<file path="src/rtl/stack_unit_if.sv">
// Stack command interface between the datapath controller and the operand stack.
// Pure wiring: carries one command per clock, with no latency of its own.
// No backpressure: the responder accepts a command every cycle.
interface stack_unit_if #(
    parameter int WIDTH = 8,
    parameter int PTR_W = 4
);
    logic             push;
    logic             pop;
    logic             tos;
    logic             clr_err;
    logic [WIDTH-1:0] din;
    logic [WIDTH-1:0] dout;
    logic [PTR_W:0]   count;
    logic             empty;
    logic             full;
    logic             overflow;
    logic             underflow;

    // Controller side: issues strobes and data, and observes the stack state.
    modport master (
        output push, pop, tos, clr_err, din,
        input  dout, count, empty, full, overflow, underflow
    );

    // Stack side: responds to the strobes.
    modport slave (
        input  push, pop, tos, clr_err, din,
        output dout, count, empty, full, overflow, underflow
    );
endinterface

</file>
<file path="src/rtl/stack_unit.sv">
// Operand stack with a registered top-of-stack output and sticky error flags.
// Latency: each command completes at one edge; dout and count update on the next cycle.
// No backpressure: a command is accepted every cycle, and a rejected push or pop sets a sticky flag.
module stack_unit #(
    parameter int WIDTH = 8,
    parameter int PTR_W = 4
) (
    input  logic          clk,
    input  logic          rst,
    stack_unit_if.slave   s
);
    localparam int             DEPTH   = 2 ** PTR_W;
    localparam logic [PTR_W:0] DEPTH_C = (PTR_W + 1)'(DEPTH);
    localparam logic [PTR_W:0] ONE     = (PTR_W + 1)'(1);

    logic [WIDTH-1:0] mem_q [DEPTH];
    logic [WIDTH-1:0] mem_d [DEPTH];
    logic [PTR_W:0]   count_q, count_d;
    logic [WIDTH-1:0] dout_q, dout_d;
    logic             overflow_q, overflow_d;
    logic             underflow_q, underflow_d;

    logic             is_empty;
    logic             is_full;
    logic [PTR_W:0]   count_m1;
    logic [PTR_W-1:0] top_idx;
    logic [PTR_W-1:0] push_idx;
    logic [WIDTH-1:0] top_val;
    logic             ovf_set;
    logic             unf_set;

    assign is_empty = (count_q == '0);
    assign is_full  = (count_q == DEPTH_C);
    assign count_m1 = count_q - ONE;
    assign top_idx  = count_m1[PTR_W-1:0];
    assign push_idx = count_q[PTR_W-1:0];
    assign top_val  = mem_q[top_idx];

    // Resolve the command combination against the pre-edge array and count.
    always_comb begin
        mem_d   = mem_q;
        count_d = count_q;
        dout_d  = dout_q;
        ovf_set = 1'b0;
        unf_set = 1'b0;

        // pop and tos both load the pre-edge top; on an empty stack neither touches dout.
        if ((s.pop || s.tos) && !is_empty) begin
            dout_d = top_val;
        end

        if (s.push && s.pop) begin
            if (!is_empty) begin
                // Replace the top in place; count is unchanged even when full.
                mem_d[top_idx] = s.din;
            end else begin
                // The pop has nothing to take, but the push still lands.
                unf_set  = 1'b1;
                mem_d[0] = s.din;
                count_d  = ONE;
            end
        end else if (s.push) begin
            if (!is_full) begin
                mem_d[push_idx] = s.din;
                count_d         = count_q + ONE;
            end else begin
                ovf_set = 1'b1;
            end
        end else if (s.pop) begin
            if (!is_empty) begin
                count_d = count_m1;
            end else begin
                unf_set = 1'b1;
            end
        end

        // A new error in the same cycle as clr_err wins for that flag.
        overflow_d  = (overflow_q  && !s.clr_err) || ovf_set;
        underflow_d = (underflow_q && !s.clr_err) || unf_set;
    end

    // Control state register; reset overrides any command issued in the same cycle.
    always_ff @(posedge clk) begin
        if (rst) begin
            count_q     <= '0;
            dout_q      <= '0;
            overflow_q  <= 1'b0;
            underflow_q <= 1'b0;
        end else begin
            count_q     <= count_d;
            dout_q      <= dout_d;
            overflow_q  <= overflow_d;
            underflow_q <= underflow_d;
        end
    end

    // Storage array is never cleared; a reset cycle only suppresses the pending write.
    always_ff @(posedge clk) begin
        if (!rst) begin
            mem_q <= mem_d;
        end
    end

    assign s.dout      = dout_q;
    assign s.count     = count_q;
    assign s.empty     = is_empty;
    assign s.full      = is_full;
    assign s.overflow  = overflow_q;
    assign s.underflow = underflow_q;
endmodule

</file>
<file path="src/flat_wrapper.sv">
// flat-port wrapper written by rule: the top's interface ports become plain ports
module stack_unit_flat 
#(
    parameter int WIDTH = 8,
    parameter int PTR_W = 4
)
  (clk, rst, s_push, s_pop, s_tos, s_clr_err, s_din, s_dout, s_count, s_empty, s_full, s_overflow, s_underflow);
  stack_unit_if #(.WIDTH(WIDTH), .PTR_W(PTR_W)) s_i ();
  input  logic clk;
  input  logic rst;
  input wire logic [$bits(s_i.push)-1:0] s_push;
  input wire logic [$bits(s_i.pop)-1:0] s_pop;
  input wire logic [$bits(s_i.tos)-1:0] s_tos;
  input wire logic [$bits(s_i.clr_err)-1:0] s_clr_err;
  input wire logic [$bits(s_i.din)-1:0] s_din;
  output wire logic [$bits(s_i.dout)-1:0] s_dout;
  output wire logic [$bits(s_i.count)-1:0] s_count;
  output wire logic [$bits(s_i.empty)-1:0] s_empty;
  output wire logic [$bits(s_i.full)-1:0] s_full;
  output wire logic [$bits(s_i.overflow)-1:0] s_overflow;
  output wire logic [$bits(s_i.underflow)-1:0] s_underflow;
  assign s_i.push = s_push;
  assign s_i.pop = s_pop;
  assign s_i.tos = s_tos;
  assign s_i.clr_err = s_clr_err;
  assign s_i.din = s_din;
  assign s_dout = s_i.dout;
  assign s_count = s_i.count;
  assign s_empty = s_i.empty;
  assign s_full = s_i.full;
  assign s_overflow = s_i.overflow;
  assign s_underflow = s_i.underflow;
  stack_unit #(.WIDTH(WIDTH), .PTR_W(PTR_W)) u_core (.clk(clk), .rst(rst), .s(s_i));
endmodule
</file>
<file path="config.mk">
export PLATFORM = sky130hd
export DESIGN_NAME = stack_unit_flat
export DESIGN_NICKNAME = d
export VERILOG_FILES = /design/src/rtl/stack_unit_if.sv /design/src/rtl/stack_unit.sv /design/src/flat_wrapper.sv
export SDC_FILE = /design/constraint.sdc
export NUM_CORES = 1
export LEC_CHECK = 0
export CELL_PAD_IN_SITES_DETAIL_PLACEMENT = 0
export CELL_PAD_IN_SITES_GLOBAL_PLACEMENT = 1
export CORE_MARGIN = 5
export CORE_UTILIZATION = 30
export CTS_BUF_LIST = sky130_fd_sc_hd__clkbuf_8
export DETAILED_ROUTE_END_ITERATION = 6
export DONT_BUFFER_PORTS = 1
export GPL_ROUTABILITY_DRIVEN = 0
export PLACE_DENSITY = 0.61
export SYNTH_ARGS = -nofsm -noshare
export SYNTH_HDL_FRONTEND = slang
export SYNTH_SLANG_ARGS = --single-unit
</file>
<file path="constraint.sdc">
create_clock -name clk -period 4.5 [get_ports clk]
set_clock_uncertainty 0.2 [all_clocks]
set_input_delay 0.45 -clock clk [delete_from_list [all_inputs] [get_ports clk]]
set_output_delay 0.45 -clock clk [all_outputs]
set_load 0.01 [all_outputs]
</file>
==> results of run 1 <==
[power groups by stage]
stage / Clock [mW] / Sequential (mW) / Combinational, mW
final: 1.06 / 1.64 / 1.69
after global routing: 1.14 / 1.65 / 1.82
after CTS: 1.08 / 1.64 / 1.69
after detailed placement: 0 / 1.67 / 1.65
after global placement: 0 / 1.67 / 1.64
after floorplan: 0 / 1.63 / 1.23
[sequential cells by signal, summed over array words and instances (netlist names)]
name	flops
u_core.s.underflow	1
u_core.mem_q	128
u_core.s.dout	8
u_core.s.overflow	1
u_core.s.count	5
[cells by family (layout without fill, tap and decap cells)]
| family | after synthesis | after routing |
|---|---|---|
| XOR/XNOR | 4 | 4 |
| AND/OR/NAND/NOR | 209 | 209 |
| adder cells (fa/ha/maj) | 6 | 6 |
| buffers and inverters | 38 | 59 |
| multiplexers | 36 | 36 |
| AO/OA/AOI/OAI | 68 | 68 |
| flip-flops | 143 | 143 |
[cell type report]
| cell class | count | area [um^2] |
|---|---|---|
| inverters | 4 | 15.0 |
| clock buffers | 17 | 234 |
| flip-flops and latches | 143 | 4150 |
| multi-input cells | 323 | 2660 |
| well taps | 313 | 392 |
| clock inverters | 15 | 169 |
| fillers | 2220 | 15000 |
| repair buffers | 23 | 215 |
[worst max-delay path: cells and delay by family, from the launching register on]
kind | cells | cell delay (ns)
AOI/OAI and AO/OA | 2 | 1.28
adders and majority gates | 1 | 0.46
buffers and inverters | 1 | 0.24
DFF | 1 | 0.47
and+or+nand+nor | 2 | 0.76
[how the worst max path moves through the flow]
stage,start,end,slack [ns],cells after the start
floorplan,u_core.s.count[0]$_SDFFE_PP0P_,u_core.mem_q[100]$_DFFE_PP_,1.25,11
global placement,u_core.s.count[1]$_SDFFE_PP0P_,u_core.mem_q[83]$_DFFE_PP_,0.91,6
detailed placement,u_core.s.count[1]$_SDFFE_PP0P_,u_core.mem_q[85]$_DFFE_PP_,0.75,6
CTS,u_core.s.count[1]$_SDFFE_PP0P_,u_core.mem_q[85]$_DFFE_PP_,0.72,6
global route,u_core.s.count[1]$_SDFFE_PP0P_,u_core.mem_q[85]$_DFFE_PP_,0.36,6
finish,u_core.s.count[1]$_SDFFE_PP0P_,u_core.mem_q[85]$_DFFE_PP_,0.71,6
[cell usage in the layout, fill, tap and decap left out, types with 3 or more instances in the layout]
master         synthesis  routed
inv_6                  0       3
nand2_1               14      14
mux4_2                32      32
mux2i_1                4       4
edfxtp_1             128     128
nand2b_1               6       6
and2_1                33      33
buf_4                  3       6
clkbuf_8               0      17
dfxtp_1               15      14
o21ai_0                5       5
nor2b_1              107     107
nor2_1                33      33
dlygate4sd3_1          0      17
a311oi_1               5       5
o21bai_1               3       3
inv_1                  4       5
a32oi_2                7       7
a211oi_1               3       3
nand3_1                3       3
ha_1                   6       6
a21oi_1                9       9
nor3_1                 4       4
bufinv_16              0       3
a22oi_1                9       9
clkinvlp_4             0       3
a31oi_1                4       4
[metrics by stage]
stage,power [mW],instance area [um^2],utilization
2_1_floorplan,2.87,6970,-
3_3_place_gp,3.31,7250,0.318
3_5_place_dp,3.33,7250,0.318
4_1_cts,4.41,7800,0.343
5_1_grt,4.61,7830,0.344
6_report,4.39,7830,0.344
[layer usage]
metal | vias up | routed length, um | global-route usage
li1 | 1897 | - | -
met1 | 2179 | 8800 | 0.198
met2 | 101 | 9880 | 0.259
met3 | 18 | 696 | 0.0296
met4 | 0 | 304 | 0.0469
met5 | - | 0 | 0
==> impl_results.md, run 1 <==
- Final Slew Violations: 0
- Post-synth top flop: edfxtp_1
- CTS Root Cell: clkbuf_8
- Synth Area in Compound Gates: 0.0844
- VDD IR max: roughly 0.21 mV
- R2r endpoint: u_core.mem_q[85]$_DFFE_PP_
- Max Cap Viol: 0
- CTS tree: built
- Hold_buf cts: 15
- RSZ-0062 raised after global routing: no
- # IOs: 31
- CP endpoint kind: flop
- Register bit total from synthesis: 143
- Post-Synth Simple-Gate Area: 0.172
- P&R area growth vs syn: 12.3%
- Post-cts resize count: 0
- Cells after DPL: 789
- Clock buffer depth: 2
- GRT Total Usage: 0.152
- Post-synth EDFFs: 128
- Via density: 5.01
- Die ar.: about 26000 um^2
- Pre-Repair DR Iteration Count: 4
- Nets: 532
- Synth Warn #: 0
- Synthesized cell area: 6970 um^2
- Dpl hpwl: approximately 12000 um
- Wire per inst: approximately 23 um
- First-pass GRT wire length: 29000 um
- Max FO, Critical Path: 12
- Worst slack, placed: 0.750 ns
- Combinational power share: 0.384
- Switching Fraction: 0.371
- Final setup fails: 0
- Share of layout cells above drive strength 1: 0.164
- Min-delay src: s_din[2]
- Initial Util: 0.306
- Ant. Diodes: 0
- Post-CTS setup buffers: 0
- Post-Syn Nets: 524
- Clock Sinks: about 140
- Clock-pin slew on the worst setup and hold paths: 0.08 ns
- Yosys top cell area share: 0.552
- Post-Layout Cell Count: 838
- Mapped Cells: around 500
- Final Hold Vio Count: 0
- Die X-Extent: 162 um
- Synth async-reset ratio: 0
- Die Y-Extent: 162 um
- Leakage: 2.49 nW
- Final ANT Viol Nets: 0
- Critical path cell sequence: inv_1, ha_1, nand2b_1, o32ai_2, a32oi_1, nor2_1
- Worst Setup Start Kind: flop
- Slew Limit Headroom: 0.298
- Distinct cells, synth: between 50 and 60
- Share of the yosys chip area belonging to registers: 0.595
- Clk_lat worst skew: 0.45 ns
- Setup TNS Final: 0 ns
- Power share of the clock group: 0.242
- Syn_area_per_cell: ~14 um^2
- Largest family of logic cells by synthesized area: simple AND/OR/NAND/NOR gates
- Mux cell area share after synthesis: 0.109
- Net Sw Power: 1.63 mW
- Final Hold Slack: 0.0230 ns
- Row cnt: 55
- Final min period: 3.79 ns
- Pwr Density: 561 nW/um^2
- # DRC: 0
- 1st-iter DRT viols: about 360
- Vias in the first global route: 4342
- Kind of critical path: flop to flop
- Initial antenna violation count: 0
- Post-synth top cells: edfxtp_1, nor2b_1, and2_1, nor2_1, mux4_2
- WHS Endpoint: u_core.mem_q[90]$_DFFE_PP_
- Fmax: ~260 MHz
- Crit share post-route: 0.842
- Status: finished clean
- Final WS setup: 0.710 ns
- CTS buffer count: 17
- Grt ovf: 0
- CORE AREA: 22800 um^2
- R2R setup slack: 0.71 ns
- Total number of vias: 4195
- Worst endpoint required time: 4.38 ns
- Post-Synth XOR/XNOR Area: 0.00503
- Largest net degree at the start of global routing: 31
- CTS HTree Levels: 4
- Arr. time, crit path: 3.67 ns
- Crit path largest cell delay: 0.81 ns
- CP max stage cell: o32ai_2
- WHS Path Cells: 1
- Input/output buffers: 0
- Drt total wl: 19700 um
- Internal: 2.76 mW
- Measured slew at the worst slew-check pin: 1.05 ns
- Reg2reg path depth: 6
- Synth area leader: edfxtp_1
- Area contributors post-synth: edfxtp_1, mux4_2, nor2b_1
- Hold Crit Class: primary input to flop
- Reg power frac: 0.374
- Most common cell in the netlist: edfxtp_1
- Crit Reg-Reg Startpoint: u_core.s.count[1]$_SDFFE_PP0P_
- Synth Area in Adders: 0.0108
Note: power is estimated with default switching activity, not from simulation.
==> run 2: changes to the inputs <==
==> constraint.sdc (replaced) <==
create_clock -name clk -period 3.5 [get_ports clk]
set_clock_uncertainty 0.2 [all_clocks]
set_input_delay 0.35 -clock clk [delete_from_list [all_inputs] [get_ports clk]]
set_output_delay 0.35 -clock clk [all_outputs]
set_load 0.01 [all_outputs]
==> run 2 against run 1 <==
Sequential share of layout area is 0.40 points lower. Wire length is 6.0% lower. First-iteration DRC count is 28% higher. Utilization is 0.26 points higher. Highest routed layer is now met5. Critical path depth stayed put. Clock power is 22% higher. Via count is 0.36% lower. Global-route usage is 1.1 points lower. Design area is 0.77% higher. Sequential power is 29% higher.
==> impl_results.md, run 2 (synthesis gave the netlist of run 1 again) <==
- Final min period: 3.33 ns
- Worst Setup Start Kind: flop
- Die Y-Extent: 162 um
- VDD IR max: 0.410 mV
- Clock buffer depth: 2
- Cells after DPL: 803
- 1st-iter DRT viols: ~460
- DR WL met2: 9200 um
- CORE AREA: between 20000 and 25000 um^2
- Worst slack, placed: ~0.17 ns
- Leakage: ~2.5 nW
- Initial Util: 0.306
- Final ANT Viol Nets: 0
- Hold Crit Class: primary input to flop
- Reg2reg path depth: 6
- R2R setup slack: ~0.17 ns
- Slew Limit Headroom: 0.397
- FILL cells: 2210
- # DRC: 0
- Final Hold Slack: 0.0380 ns
- DP Area: between 7000 and 8000 um^2
- Top reg by flops: u_core.mem_q
- Pwr Density: 718 nW/um^2
- WHS Endpoint: u_core.s.count[1]$_SDFFE_PP0P_
- GRT Total Usage: 0.142
- First-pass GRT wire length: 27300 um
- Max FFs per register: around 130
- Met3 Wirelength: 924 um
- Final Hold Vio Count: 0
- Final setup fails: 0
- Crit share post-route: 0.951
- Wire length on met1: 8130 um
- Crit path largest cell delay: between 0.6 and 0.7 ns
- Worst endpoint required time: 3.39 ns
- Finished Core Util: 0.346
- Clock-pin slew on the worst setup and hold paths: 0.08 ns
- Wire per inst: 21.8 um
- Die ar.: 26400 um^2
- Final WS setup: 0.170 ns
- RSZ-0062 raised after global routing: no
- CTS buffer count: 17
- Grt ovf: 0
- # IOs: 31
- Clock Sinks: 143
- Post-Layout Cell Count: approximately 850
- Largest net degree at the start of global routing: 24
- Row cnt: 55
- Final Slew Violations: 0
- Pre-Repair DR Iteration Count: 5
- Total number of vias: 4180
- Crit Reg-Reg Startpoint: u_core.s.count[1]$_SDFFE_PP0P_
- Top Metal Used: met5
- Clk_lat worst skew: 0.45 ns
- Drt total wl: 18500 um
- Max Cap Viol: 0
- Arr. time, crit path: 3.22 ns
- Ant. Diodes: 0
- WHS Path Cells: 4
- Status: finished clean
- CP endpoint kind: flop
- Share of layout cells above drive strength 1: 0.189
- Measured slew at the worst slew-check pin: just over 0.9 ns
- Design area: between 7000 and 8000 um^2
- Max FO, Critical Path: 10
- Most frequent cells in the layout: edfxtp_1, nor2b_1, and2_1, nor2_1, mux4_2
- Commonest non-fill, non-tap cell in the layout: edfxtp_1
- Initial antenna violation count: 1
- Kind of critical path: flop to flop
- Nets: between 500 and 600
- Via density: 4.93
- Die X-Extent: approximately 160 um
- CTS HTree Levels: 4
- Critical path cell sequence: inv_1, ha_1, nand2b_1, o22ai_2, a32oi_2, nor2_1
- CTS tree: built
- R2r endpoint: u_core.mem_q[27]$_DFFE_PP_
- Vias in the first global route: 4249
- Min-delay src: s_push
- PnR Total Power: 5.66 mW
- Fmax: between 300 and 400 MHz
- CP max stage cell: nor2_1
- P&R area growth vs syn: 13.2%
- CTS Root Cell: clkbuf_8
- Input/output buffers: 0
- Dpl hpwl: 12500 um
- Setup TNS Final: 0 ns
[run 2: cell count changes in the layout (fill, tap and decap cells not counted), sizes merged]
cell and delta:
clkinv -1, buf +14, inv -1, dlygate4sd3 -4, clkinvlp +3, bufinv -1
[run 2: critical path, delay by kind of cell (launching register included)]
kind	cells	cell delay, ns
buffers and inverters	1	0.25
AOI/OAI and AO/OA	2	0.71
DFF	1	0.45
adders and majority gates	1	0.51
and+or+nand+nor	2	0.83
[run 2: how the worst max path moves through the flow]
stage / start / to / slack (ns)
floorplan: u_core.s.count[0]$_SDFFE_PP0P_ / u_core.mem_q[100]$_DFFE_PP_ / 0.25
global placement: u_core.s.count[1]$_SDFFE_PP0P_ / u_core.s.dout[7]$_SDFFE_PP0P_ / 0.22
detailed placement: u_core.s.count[1]$_SDFFE_PP0P_ / u_core.s.dout[7]$_SDFFE_PP0P_ / 0.17
CTS: u_core.s.count[1]$_SDFFE_PP0P_ / u_core.s.dout[7]$_SDFFE_PP0P_ / 0.15
global route: u_core.s.count[1]$_SDFFE_PP0P_ / u_core.mem_q[98]$_DFFE_PP_ / 0.002
finish: u_core.s.count[1]$_SDFFE_PP0P_ / u_core.mem_q[27]$_DFFE_PP_ / 0.17
[run 2: area by class of cell]
class	count	area, um^2	share of cell area
Multi-Input combinational cell	323	2660	0.337
Inverter	4	15.0	0.00190
Clock inverter	15	149	0.0189
Tap cell	313	392	0.0497
Sequential cell	143	4150	0.526
Timing Repair Buffer	33	293	0.0371
Clock buffer	17	234	0.0297
[run 2: power breakdown]
group,leakage (nW),internal (mW),switching [mW]
combinational,0.993,0.932,1.32
clock,0.180,0.627,0.659
sequential,1.36,2.00,0.126
total,2.53,3.55,2.11
[run 2: metal layers]
layer | GRT usage | vias up
li1 | - | 1914
met1 | 0.183 | 2138
met2 | 0.238 | 107
met3 | 0.0347 | 19
met4 | 0.0392 | 2
met5 | 0 | -
[run 2: what timing repair did]
| action | CTS | global route |
|---|---|---|
| buffers inserted | 0 | 0 |
| endpoints found under the setup margin | 0 | 1 |
| endpoints found under the hold margin | 143 | 0 |
| hold buffers | 13 | 0 |
| gates resized for setup | 0 | 1 |
